--- src/rtl/mole_scheduler.sv ---
// Whack-a-mole scheduler: LFSR hole pick, gap/up timing, scoring and game-over handling.
// Define MOLE_MISS_PENALTY_EN to make timeouts and wrong presses cost one point each.
module mole_scheduler #(
    parameter int UP_CYCLES  = 20000,
    parameter int GAP_CYCLES = 5000
) (
    input  logic       clk,
    input  logic       i_rst,
    input  logic       i_start,
    input  logic [3:0] i_hit,
    input  logic [4:0] i_seconds,
    input  logic       i_game_over,
    output logic       o_restart_game,
    output logic [3:0] o_mole,
    output logic [7:0] o_score,
    output logic       o_playing
);

    localparam int MAX_C = (UP_CYCLES > GAP_CYCLES) ? UP_CYCLES : GAP_CYCLES;
    localparam int CNT_W = $clog2(MAX_C + 1);
    localparam logic [CNT_W-1:0] CNT_ONE      = CNT_W'(1);
    localparam logic [CNT_W-1:0] GAP_LAST     = CNT_W'(GAP_CYCLES - 1);
    localparam logic [CNT_W-1:0] UP_FULL_LAST = CNT_W'(UP_CYCLES - 1);
    localparam logic [CNT_W-1:0] UP_HALF_LAST = CNT_W'(UP_CYCLES / 2 - 1);

    typedef enum logic [1:0] {S_IDLE, S_GAP, S_UP, S_OVER} state_t;

    state_t           state_q, state_d;
    logic [CNT_W-1:0] gap_cnt_q, gap_cnt_d;
    logic [CNT_W-1:0] up_cnt_q, up_cnt_d;
    logic [CNT_W-1:0] up_last_q, up_last_d;
    logic [7:0]       lfsr_q, lfsr_d;
    logic [1:0]       prev_q, prev_d;
    logic [3:0]       mole_q, mole_d;
    logic [7:0]       score_q, score_d;
    logic             restart_q, restart_d;
    logic             go_mask_q, go_mask_d;
    logic             playing_q, playing_d;

    logic [1:0] hole_raw, hole_sel;
    logic       hit_match, timeout, go_ok;

    assign hole_raw  = lfsr_q[1:0];
    assign hole_sel  = (hole_raw == prev_q) ? hole_raw + 2'd1 : hole_raw;
    assign hit_match = |(i_hit & mole_q);
    assign timeout   = (up_cnt_q == up_last_q);
    // The countdown timer needs two cycles to clear after a restart pulse.
    assign go_ok     = i_game_over && !restart_q && !go_mask_q;

`ifdef MOLE_MISS_PENALTY_EN
    logic       wrong_press;
    logic [1:0] penalty;
    assign wrong_press = (i_hit != 4'd0) && !hit_match;
`endif

    always_comb begin
        state_d   = state_q;
        gap_cnt_d = gap_cnt_q;
        up_cnt_d  = up_cnt_q;
        up_last_d = up_last_q;
        prev_d    = prev_q;
        mole_d    = mole_q;
        score_d   = score_q;
        restart_d = 1'b0;
        go_mask_d = restart_q;
        lfsr_d    = {lfsr_q[6:0], lfsr_q[7] ^ lfsr_q[5] ^ lfsr_q[4] ^ lfsr_q[3]};
`ifdef MOLE_MISS_PENALTY_EN
        penalty   = 2'd0;
`endif
        case (state_q)
            S_IDLE, S_OVER: begin
                if (i_start) begin
                    state_d   = S_GAP;
                    restart_d = 1'b1;
                    score_d   = 8'd0;
                    gap_cnt_d = '0;
                end
            end
            S_GAP: begin
                if (go_ok) begin
                    state_d = S_OVER;
                    mole_d  = 4'd0;
                end else if (gap_cnt_q == GAP_LAST) begin
                    state_d   = S_UP;
                    mole_d    = 4'b0001 << hole_sel;
                    prev_d    = hole_sel;
                    up_cnt_d  = '0;
                    up_last_d = (i_seconds >= 5'd10) ? UP_FULL_LAST : UP_HALF_LAST;
                end else begin
                    gap_cnt_d = gap_cnt_q + CNT_ONE;
                end
            end
            S_UP: begin
                if (go_ok) begin
                    state_d = S_OVER;
                    mole_d  = 4'd0;
                end else if (hit_match) begin
                    score_d   = (score_q == 8'hFF) ? score_q : score_q + 8'd1;
                    mole_d    = 4'd0;
                    state_d   = S_GAP;
                    gap_cnt_d = '0;
                end else begin
                    if (timeout) begin
                        mole_d    = 4'd0;
                        state_d   = S_GAP;
                        gap_cnt_d = '0;
                    end else begin
                        up_cnt_d = up_cnt_q + CNT_ONE;
                    end
`ifdef MOLE_MISS_PENALTY_EN
                    penalty = {1'b0, timeout} + {1'b0, wrong_press};
                    score_d = (score_q > {6'd0, penalty}) ? score_q - {6'd0, penalty} : 8'd0;
`endif
                end
            end
            default: state_d = S_IDLE;
        endcase
        playing_d = (state_d == S_GAP) || (state_d == S_UP);
    end

    always_ff @(posedge clk) begin
        if (i_rst) begin
            state_q   <= S_IDLE;
            gap_cnt_q <= '0;
            up_cnt_q  <= '0;
            up_last_q <= '0;
            lfsr_q    <= 8'hA5;
            prev_q    <= 2'd0;
            mole_q    <= 4'd0;
            score_q   <= 8'd0;
            restart_q <= 1'b0;
            go_mask_q <= 1'b0;
            playing_q <= 1'b0;
        end else begin
            state_q   <= state_d;
            gap_cnt_q <= gap_cnt_d;
            up_cnt_q  <= up_cnt_d;
            up_last_q <= up_last_d;
            lfsr_q    <= lfsr_d;
            prev_q    <= prev_d;
            mole_q    <= mole_d;
            score_q   <= score_d;
            restart_q <= restart_d;
            go_mask_q <= go_mask_d;
            playing_q <= playing_d;
        end
    end

    assign o_restart_game = restart_q;
    assign o_mole         = mole_q;
    assign o_score        = score_q;
    assign o_playing      = playing_q;

endmodule

--- config.mk ---
export PLATFORM = sky130hd
export DESIGN_NAME = mole_scheduler
export DESIGN_NICKNAME = d
export VERILOG_FILES = /design/src/rtl/mole_scheduler.sv
export SDC_FILE = /design/constraint.sdc
export NUM_CORES = 1
export LEC_CHECK = 0
export ABC_AREA = 1
export BUFFER_PORTS_ARGS = -buffer_cell sky130_fd_sc_hd__buf_2
export CORE_ASPECT_RATIO = 0.6
export CORE_UTILIZATION = 54
export DETAILED_ROUTE_END_ITERATION = 10
export GPL_TIMING_DRIVEN = 0
export HOLD_SLACK_MARGIN = 0.15
export PLACE_DENSITY = 0.78
export SYNTH_ARGS = -nofsm -noshare
export SYNTH_HDL_FRONTEND = slang
export SYNTH_SLANG_ARGS = --single-unit
--- constraint.sdc ---
create_clock -name clk -period 1.7 [get_ports clk]
set_input_delay 0.255 -clock clk [delete_from_list [all_inputs] [get_ports clk]]
set_output_delay 0.255 -clock clk [all_outputs]
set_load 0.05 [all_outputs]
Word-level counts from Yosys, hierarchy flattened
Index checks and enable logic that the tools add are counted.
Widths: inputs -> output; s select.
Operators by class
  $lt $le $gt $ge: 1
  add/sub/neg operators: 4
  bitwise operators: 6
  mux-type cells: 34
  equal/unequal tests: 21
  shifts and indexed selects: 1
  reduce and logical (&&, ||, !) cells: 16
Operators with widths (number)
  $mux 15: 12
  $pmux 15 s3: 1
  $mux 8: 4
  $add 15x1->15 const B: 2
  $pmux 15 s2: 1
  $mux 4: 5
  $ne 2x2->1 const B: 9
  $pmux 8 s2: 1
  $eq 15x13->1 const B: 1
  $eq 15x15->1: 1
  $mux 2: 7
  $reduce_and 5->1: 2
  $add 8x1->8 const B: 1
  $eq 8x8->1 const B: 1
  $pmux 4 s2: 1
  $eq 2x2->1 const B: 3
  $ne 3x3->1 const B: 2
  $pmux 2 s3: 1
  $reduce_and 3->1: 2
  $reduce_and 6->1: 1
  $ge 5x4->1 const B: 1
  $and 4x4->4: 1
  $eq 2x1->1 const B: 2
  $ne 4x4->1 const B: 1
  13 further kinds: 20
Storage, ports and cells
  register bits: 72
  bits of input ports: 13
  output and inout port bits: 14

Longest topological paths before layout
  word-level depth: 7
  mapped depth: 14
  depth with buffers taken out: 13

Least setup slack after synthesis
OpenSTA, ideal clock, no wires.
  kind: reg2reg
  from: register score_q[0], in the netlist o_score[0]
  to: register score_q[0], in the netlist o_score[0]
  path buffers: 0
  clock period less this slack: 1.995 ns
  arrival: 1.878 ns
  setup time: 0.116 ns
  stages on the path, launching flop included: 10
  path slack: -0.295 ns
  cell sequence: dfxtp_1 ha_1 nand4_1 nor2_1 nand2_1 nand2_1 nand2_1 nand2_1 inv_1 o211a_1
Between the ends
  cells in the longest elaborated chain, start to end: 5
  elaborated cells between the ends (all ways): 8
RTL lines
  from (decl): RTL line 35  | logic [7:0] score_q, score_d;
  from (signal assigned): RTL line 142  | score_q <= score_d;
  $add 8x1->8: RTL line 98  | score_d = (score_q == 8'hFF) ? score_q : score_q + 8'd1;
  $mux 8: RTL line 98
  $mux 8: RTL line 97  | end else if (hit_match) begin
  $mux 8: RTL line 94  | if (go_ok) begin
  $pmux 8 s2: RTL line 70  | case (state_q)
Several ways; a longest one is shown, not always the timed one. The select of a mux whose other input is x is not followed.
A chain may end at the register's enable or synchronous reset.

Worst setup path after layout
  from: register state_q[1]
  to: register gap_cnt_q[11]
Between the ends
  cells in the longest elaborated chain, start to end: 4
  elaborated cells between the ends (all ways): 12
RTL lines
  from (decl): RTL line 28  | state_t state_q, state_d;
  from (signal assigned): RTL line 135  | state_q <= state_d;
  $eq 2x2->1 or $logic_not 2->1 (tied branches): RTL line 70
  $reduce_or 2->1: RTL line 70
  $ne 2x2->1 (no source line)
  $reduce_and 5->1 (no source line)
  to (signal assigned): RTL line 136  | gap_cnt_q <= gap_cnt_d;
  to (decl): RTL line 29  | logic [CNT_W-1:0] gap_cnt_q, gap_cnt_d;
Several ways; a longest one is shown, not always the timed one.

==> out/summary.txt <==
status -> finished, violations left
failing checks -> negative setup slack
clk_skew -> 0.00837 ns
# setup viols final -> 33
H-tree depth -> 3
Die Area -> 6970 um^2
Crit Path Category -> reg -> reg
post-DR wirelength/cell -> 16.0 um
top post-synthesis cells by area -> dfxtp_1, nand2_1, nor2_1, xor2_1, inv_1
max-cap violations -> 0
number of cell rows -> 22
P&R area growth vs syn -> 27.5%
Arr. time, crit path -> 2.01 ns
Critical R2R Capture -> gap_cnt_q[11]
Final Cell Area -> 4570 um^2
Syn Inst Count -> 538
maximum vdd ir drop -> 656 uV
TritonCTS clock tree -> built
Critical Path Start Type -> flop
GR Overflow Total -> 0
Setup Total Neg Slack -> -2.20 ns
switching power share of the total -> 33.6%
min cycle time layout -> 1.80 ns
DP Wirelength -> 6.73 mm
part of the power in combinational logic -> 27.3%
Slew Viols, Final -> 0
Root Driver -> clkbuf_8
Worst Setup SP -> state_q[1]
Max Fclk -> 554 MHz
Die W -> 107 um
Crit Path Max Fanout -> 5
R2R Setup Slk -> -0.10 ns
RSZ-0062 raised after global routing -> true
mux cell area share after synthesis -> 0%
Compound-Gate Fraction of Synth Area -> 10.8%
Yosys warning count -> 0
first-pass GRT wire length -> 16.5 mm
placer congestion estimate -> 0.957
distinct cell type count after synthesis -> 40
R2R Path Start -> state_q[1]
Vias/cell -> 5.73
final design utilization -> 73.1%
number of global-route vias before repair -> 3385
PwrDens -> 881 nW/um^2
post-synth top area cell -> dfxtp_1
post-synthesis cell area -> 3580 um^2
Placement Cell Area -> 3820 um^2
gr usage total -> 31.3%
Final WS setup -> -0.103 ns
largest family of logic cells by synthesized area -> simple AND/OR/NAND/NOR gates
final hold viol count -> 0
Initial Utilization -> 57.3%
NetSw -> 1350 uW
Slew @ Worst Pin -> 0.729 ns
DRT iter0 DRCs -> 588
synth cell count leaders -> nand2_1, nor2_1, dfxtp_1
ant diodes -> 0
Hold WC Path Type -> in -> reg
Synth Area in Simple Gates -> 38.0%
CTS Buffer Depth -> 2
leakage -> 0.00182 uW
Post-Synth Adder-Cell Area -> 1.75%
register area share after synthesis -> 33.5%
CP required -> 1.91 ns
worst r2r path cells -> 12
number of synthesized flops with an enable pin -> 0
DRT Pass-1 Iters -> 5
Reg clk slew, reported paths -> 0.07 ns
Die Y-Extent -> 65.1 um
Power Total -> 4020 uW
IO buf count -> 24
Clk pwr share -> 34.7%
Slew Limit Headroom -> 51.4%
most common cell in the synthesized netlist -> nand2_1
clk sinks -> 60
via count -> 3902
CTS buffer count -> 9
Synth Area in XOR/XNOR -> 6.85%
Clock Latency Late Sink -> 0.35 ns
Reg power frac -> 38.0%
Setup crit end -> gap_cnt_q[11]
Most used DFF post-synth -> dfxtp_1
synthesized flop and latch total -> 60
part of the cycle the worst path needs -> 106%
share of synthesized flip-flops with an asynchronous set or reset -> 0%
post-route ant nets -> 0
Mapped Nets -> 556
largest net degree at the start of global routing -> 11
initial antenna violation count -> 0
Synth top area share -> 33.5%
Core ar. -> 6250 um^2
Avg Inst Size Synth -> 6.66 um^2
io pins -> 27
layout cells sized above 1 -> 29.8%
final wirelength -> 10.9 mm
Layout Nets -> 610
CP Capture Type -> flop
Internal Power -> 2670 uW
DRC -> 0
## registers in the layout (all words and copies together) (netlist names), 2 cells and up
register	flops
o_score	8
o_mole	4
prev_q	2
state_q	2
lfsr_q	8
gap_cnt_q	15
up_last_q	3
up_cnt_q	15
## final cells by class
type                            instances  area [um^2]
Timing Repair Buffer                   42          300
Multi-Input combinational cell        403         2290
Sequential cell                        60         1250
Buffer                                 16          150
Clock buffer                           12          166
Inverter                               60          260
Tap cell                               84          105
Fill cell                             433         1680
Clock inverter                          4         45.0
## cells by family after synthesis
group / after synthesis
compound gates: 64
buf+inv: 77
fa+ha+maj: 5
flops: 60
simple gates: 304
xor+xnor: 28
## layer usage
metal / wire length [um] / track usage, %
met1: 4710 / 44.8
met2: 4650 / 46.0
met3: 1310 / 8.35
met4: 195 / 8.22
met5: 0 / 0
## worst max-delay path, stage by stage (launching register included)
cell	delay (ns)
dfxtp_4	0.38
inv_1	0.06
ha_1	0.19
buf_6	0.13
nor2_4	0.09
inv_1	0.09
nand2_2	0.08
nand3b_1	0.12
inv_4	0.14
nand2_8	0.09
clkbuf_16	0.17
nand2_1	0.05
a21oi_1	0.06
## per-stage QoR
step / std cells / hold slack (ns) / setup WS [ns]
6_report: 681 / 0.257 / -0.103
2_1_floorplan: 538 / 0.386 / 0.00762
3_5_place_dp: 646 / 0.394 / -0.422
5_1_grt: 681 / 0.283 / -0.216
3_3_place_gp: 646 / 0.392 / -0.405
4_1_cts: 676 / 0.238 / -0.000737
## layout by cell type, fill, tap and decap left out, drive strengths merged
cell type	n
a211oi	3
buf	51
and3	1
xor2	24
o211a	1
inv	59
nand3b	2
nor3	14
nor2	81
o21ai	13
xnor2	4
nor3b	3
bufinv	1
o21a	1
nand2	141
nor4	1
o22ai	2
or2	6
nand3	40
ha	5
nand4	17
dfxtp	60
clkinv	4
clkbuf	19
a21oi	44
## what timing repair did
action | CTS | global route
resized for setup | 61 | 47
cloned | 2 | 2
hold buffers | 0 | 0
pin swaps | 5 | 21
endpoints found under the setup margin | 49 | 45
buffers inserted | 13 | 3
## worst min path at each step
stage / start / endpoint / cells past startpoint
4_1_cts: i_start / o_restart_game / 3
3_3_place_gp: lfsr_q[6] / lfsr_q[7] / 1
2_1_floorplan: i_start / o_restart_game / 2
3_5_place_dp: lfsr_q[6] / lfsr_q[7] / 1
5_1_grt: i_start / o_restart_game / 3
6_report: i_seconds[4] / up_last_q[13] / 4
## power by group through the flow
stage                     Sequential, uW  Clock, uW  Combinational (uW)
after global placement              1550          0                 727
after global routing                1540       1470                1170
final                               1530       1400                1100
after floorplan                     1650          0                 453
after detailed placement            1550          0                 743
after CTS                           1530       1410                 950
Note: power is estimated with default switching activity, not from simulation.
